[config.mk]
export PLATFORM = sky130hd
export DESIGN_NAME = mux64_rr_arbiter
export DESIGN_NICKNAME = d
export VERILOG_FILES = /design/src/rtl/mux64_rr_arbiter.sv
export SDC_FILE = /design/constraint.sdc
export NUM_CORES = 1
export LEC_CHECK = 0
export CORE_MARGIN = 10
export CORE_UTILIZATION = 31
export CTS_CLUSTER_SIZE = 10
export DETAILED_ROUTE_END_ITERATION = 10
export GPL_ROUTABILITY_DRIVEN = 0
export GPL_TIMING_DRIVEN = 0
export PLACE_DENSITY = 0.74
export SETUP_SLACK_MARGIN = 0.05
export SYNTH_ARGS = -nofsm -noshare
export SYNTH_HDL_FRONTEND = slang
export SYNTH_SLANG_ARGS = --single-unit
[constraint.sdc]
create_clock -name Clk -period 3 [get_ports Clk]
set_input_delay 0.45 -clock Clk [delete_from_list [all_inputs] [get_ports Clk]]
set_output_delay 0.45 -clock Clk [all_outputs]
set_load 0.05 [all_outputs]
[src/rtl/mux64_rr_arbiter.sv]
// mux64_rr_arbiter: round-robin arbiter feeding a registered 4:1 64-bit
// result path, with bounded lock bursts and a one-entry output stage.
//
// Ports:
//   Clk, Reset        rising-edge clock, synchronous active-high reset
//   ReqValid[3:0]     requester i offers a word (0=A .. 3=D)
//   ReqLock[3:0]      requester i wants to keep the grant after this beat
//   InA..InD          requester words
//   ReqReady[3:0]     one-hot accept strobe (combinational)
//   OutData, Sel      registered winning word and its select code
//   OutValid          OutData holds an unconsumed word
//   OutReady          consumer takes OutData this cycle
//   Locked            arbiter is in its locked state
module mux64_rr_arbiter #(
    parameter int DATA_WIDTH = 64,
    parameter int LOCK_MAX   = 8
) (
    input  logic                  Clk,
    input  logic                  Reset,
    input  logic [3:0]            ReqValid,
    input  logic [3:0]            ReqLock,
    input  logic [DATA_WIDTH-1:0] InA,
    input  logic [DATA_WIDTH-1:0] InB,
    input  logic [DATA_WIDTH-1:0] InC,
    input  logic [DATA_WIDTH-1:0] InD,
    output logic [3:0]            ReqReady,
    output logic [DATA_WIDTH-1:0] OutData,
    output logic                  OutValid,
    input  logic                  OutReady,
    output logic [1:0]            Sel,
    output logic                  Locked
);

    typedef enum logic {
        ARB    = 1'b0,
        LOCKED = 1'b1
    } state_t;

    // Beat count at which the current transfer is the last one allowed.
    localparam logic [7:0] LockLast = 8'(LOCK_MAX - 1);

    state_t                  state;
    logic [1:0]              ptr;
    logic [1:0]              owner;
    logic [7:0]              beatCnt;

    logic                    slotFree;
    logic [1:0]              arbIdx;
    logic                    arbFound;
    logic [1:0]              winIdx;
    logic                    hasWin;
    logic                    xfer;
    logic [DATA_WIDTH-1:0]   winData;

    assign slotFree = !OutValid || OutReady;

    // Rotating priority scan starting at ptr.
    always_comb begin
        arbIdx   = ptr;
        arbFound = 1'b0;
        for (int k = 0; k < 4; k++) begin
            if (!arbFound && ReqValid[ptr + 2'(k)]) begin
                arbIdx   = ptr + 2'(k);
                arbFound = 1'b1;
            end
        end
    end

    // While locked only the owner may move; everyone else waits.
    always_comb begin
        winIdx = arbIdx;
        hasWin = arbFound;
        if (state == LOCKED) begin
            winIdx = owner;
            hasWin = ReqValid[owner];
        end
    end

    assign xfer = hasWin && slotFree && !Reset;

    always_comb begin
        ReqReady = 4'b0000;
        if (xfer) begin
            ReqReady[winIdx] = 1'b1;
        end
    end

    always_comb begin
        winData = InA;
        unique case (winIdx)
            2'd0: winData = InA;
            2'd1: winData = InB;
            2'd2: winData = InC;
            2'd3: winData = InD;
        endcase
    end

    always_ff @(posedge Clk) begin
        if (Reset) begin
            state    <= ARB;
            ptr      <= 2'd0;
            owner    <= 2'd0;
            beatCnt  <= 8'd0;
            OutData  <= '0;
            OutValid <= 1'b0;
            Sel      <= 2'd0;
        end else begin
            if (xfer) begin
                OutData  <= winData;
                Sel      <= winIdx;
                OutValid <= 1'b1;
                unique case (state)
                    ARB: begin
                        if (ReqLock[winIdx]) begin
                            state   <= LOCKED;
                            owner   <= winIdx;
                            beatCnt <= 8'd1;
                        end else begin
                            ptr <= winIdx + 2'd1;
                        end
                    end
                    LOCKED: begin
                        beatCnt <= beatCnt + 8'd1;
                        // Final beat, or burst hit its length limit.
                        if (!ReqLock[owner] || beatCnt == LockLast) begin
                            state <= ARB;
                            ptr   <= owner + 2'd1;
                        end
                    end
                endcase
            end else if (OutReady) begin
                OutValid <= 1'b0;
            end
        end
    end

    assign Locked = (state == LOCKED);

endmodule

==> flow_metrics.tcl <==
set metrics [dict create \
    status "finished clean" \
    worstReg2RegStart "ptr[1]$_SDFFE_PP0P_" \
    min_from "beatCnt[7]$_SDFFE_PP0P_" \
    synth_top_area_share 0.3536 \
    antenna_left 0 \
    dp.cells 1145 \
    dieWidth_um 140.9 \
    ir_drop_mv 0.2840 \
    cellPowerDensity_nw_per_um2 515.2 \
    crit_fanout 10 \
    p_leak_nw 3.216 \
    ios 339 \
    grt_overflow 0 \
    synthArstFlopShare 0 \
    syn-cell-area_um2 4529 \
    clock_latency_ps 330 \
    area_growth_pct 92.13 \
    period_share 0.9735 \
    grt_pass1_wl_um 35740 \
    cp-end-kind "primary output" \
    yosys.area.top_type "dfxtp_1" \
    r2r.worst_path.cells 14 \
    syn_avg_cell_area_um2 7.270 \
    cp.arrival_ps 2470 \
    yosysWarnings 0 \
    fin_skew_ps 4.703 \
    cts-root-buf "clkbuf_16" \
    core_um2 14420 \
    hpwlAfterDp_um 19330 \
    clk_pin_slew_ps 60 \
    setup_violations 0 \
    hold_depth 2 \
    dp_slack_ps -1843 \
    hp-class "reg -> reg" \
    path_class "in -> out" \
    final_hold_viol_count 0 \
    yosys_register_bits 80 \
    synth_edf_count 0 \
    r2r-end "OutData[39]$_SDFFE_PP0P_" \
    die_height_um 140.9 \
    drtIter0Drc 637 \
    viasPerCell 5.318 \
    hold_path_end "beatCnt[7]$_SDFFE_PP0P_" \
    ys.flop_type "dfxtp_1" \
    initial_core_util 0.3140 \
    wire_per_inst_um 20.67 \
    cts_made_buffers 9 \
    maxSlewHeadroom 0.5283 \
    synth_area_leaders "dfxtp_1, nor2_1, a21oi_1" \
    period_minus_slack_ps 2920 \
    cts_tree "done" \
    wirelength_um 24220 \
    r2r_setup_slack_ps 240 \
    ys_seq_area_frac 0.3536 \
    grt_max_degree 12 \
    htreeDepth 3 \
    row_count 44 \
    drv_slew 0 \
    io_buffers 338 \
    fillerInstances 1350 \
    final_core_util 0.6033 \
    dieArea_um2 19850 \
    cap_violations 0 \
    synth.distinct_cells 39 \
    clock_sinks 80 \
    first_pass_iters 11 \
    route.detailed.drc 0 \
    layout-drive-gt1-share 0.08916 \
    clk_path_buf_depth 2 \
    synth_nets 896 \
    layout.nets 1258 \
    synth_cells 623 \
    max_clock_freq_mhz 342.4 \
    rsz0062_at_grt "yes" \
    required_ps 2550 \
    globalRouteTotalUtil 0.2279 \
    stdcell_count 1172 \
    grt_pass1_vias 6289 \
    whs_ps 479.1 \
    worstMarginPinSlew_ps 707.6 \
    timing.final.ws_setup_ps 79.61 \
    num_vias 6233 \
    startpoint_type "input port" \
    antenna_found_initial 3 \
]
==> worst max-delay path by stage <==
| stage | startpoint | to | slack (ps) | cells past startpoint |
|---|---|---|---|---|
| floorplan | ReqValid[2] | ReqReady[1] | 120 | 8 |
| global placement | ReqValid[2] | ReqReady[1] | -1800 | 10 |
| detailed placement | ReqValid[3] | ReqReady[1] | -1840 | 10 |
| CTS | ReqValid[0] | ReqReady[1] | 20 | 10 |
| global route | ReqValid[0] | OutData[30]$_SDFFE_PP0P_ | -0.8 | 9 |
| finish | ReqValid[0] | ReqReady[3] | 80 | 10 |
==> synth_stat cells (all sizes together) (2+ instances only) <==
master / n
o21ai: 8
a211oi: 3
mux2: 4
inv: 3
mux2i: 4
nor2b: 3
and2: 4
clkbuf: 55
buf: 6
or4: 4
ha: 6
nor3: 2
a222oi: 64
dfxtp: 80
nand3: 3
nand2: 4
nor2: 199
o31ai: 2
a21oi: 139
or3: 8
nand2b: 5
==> registers in the layout, summed over array words and instances, names as in the netlist <==
register	count
beatCnt	8
OutValid	1
OutData	64
Locked	1
Sel	2
ptr	2
owner	2
==> cell usage in the layout (no fill, tap or decap), types with 2 or more instances in the layout <==
cell type        Yosys  final
dfxtp_2              0      2
dlygate4sd2_1        0      2
ha_1                 6      3
buf_2                1      5
a21oi_1            139    133
mux2i_1              4      4
nor2_1             199    199
nand3_1              3      3
and2_1               4      3
inv_2                0      2
or3_1                8      7
o21ai_0              8      8
nand2_1              4      4
clkbuf_8             0      2
a211oi_1             3      2
a222oi_1            64     64
mux2_2               4      4
clkinv_2             0      2
dfxtp_1             80     77
clkbuf_4             0      3
clkbuf_1            55     29
nand2b_1             5      5
nor2b_1              3      3
ha_4                 0      2
o31ai_1              2      2
a21oi_2              0      6
buf_8                0      4
buf_4                0     15
buf_6                0      4
clkbuf_16            0     10
clkbuf_2             0     16
clkdlybuf4s50_1      0    330
or4_1                4      4
==> worst max-delay path, stage by stage <==
cell and delay [ps]:
dlygate4sd2_1 280, nor2_1 190, a211oi_2 130, o41ai_4 440, buf_4 200, ha_4 130
buf_8 170, clkbuf_8 180, and2_1 140, buf_6 160
==> per-layer routing <==
layer  GRT usage  share of wire
met2      0.4025           0.50
met4     0.05326          0.016
met1      0.2492           0.38
met3     0.09137          0.098
met5           0         0.0013
==> area by class of cell <==
class,count,area (um2),area share
Antenna cell,1,2.502,0.0002876
Tap cell,184,230.2,0.02646
Inverter,3,11.26,0.001294
Sequential cell,80,1608,0.1848
Multi-Input combinational cell,479,2753,0.3163
Clock buffer,11,232.7,0.02674
Timing Repair Buffer,352,3497,0.4019
Buffer,60,357.8,0.04112
Clock inverter,2,10.01,0.001150
==> where the power goes <==
part	leakage [nW]	switching, mW	internal (mW)	total, mW
sequential	0.654	0.0670	1.17	1.24
combinational	2.44	1.31	0.984	2.30
clock	0.121	0.402	0.544	0.945
total	3.22	1.78	2.70	4.48
==> logic make-up after synthesis <==
| family | share of synthesized area |
|---|---|
| buffers and inverters | 0.05331 |
| AO/OA/AOI/OAI | 0.3345 |
| multiplexers | 0.02376 |
| adder cells (fa/ha/maj) | 0.01657 |
| flip-flops | 0.3536 |
| AND/OR/NAND/NOR | 0.2182 |
==> what timing repair did <==
action,CTS,global route
setup buffers,11,3
resized for setup,57,79
hold buffers,0,0
pin swaps,3,17
setup endpoints to repair,71,70
endpoints found under the hold margin,0,0
==> metrics by stage <==
step	total power [mW]	cell area [um2]	setup TNS, ps
after floorplan	2.494	4532	0
after detailed placement	3.393	8145	-78200
after global routing	4.743	8700	-0.8022
final	4.483	8702	0
after CTS	4.433	8557	0
after global placement	3.389	8145	-71600
Note: power is estimated with default switching activity, not from simulation.
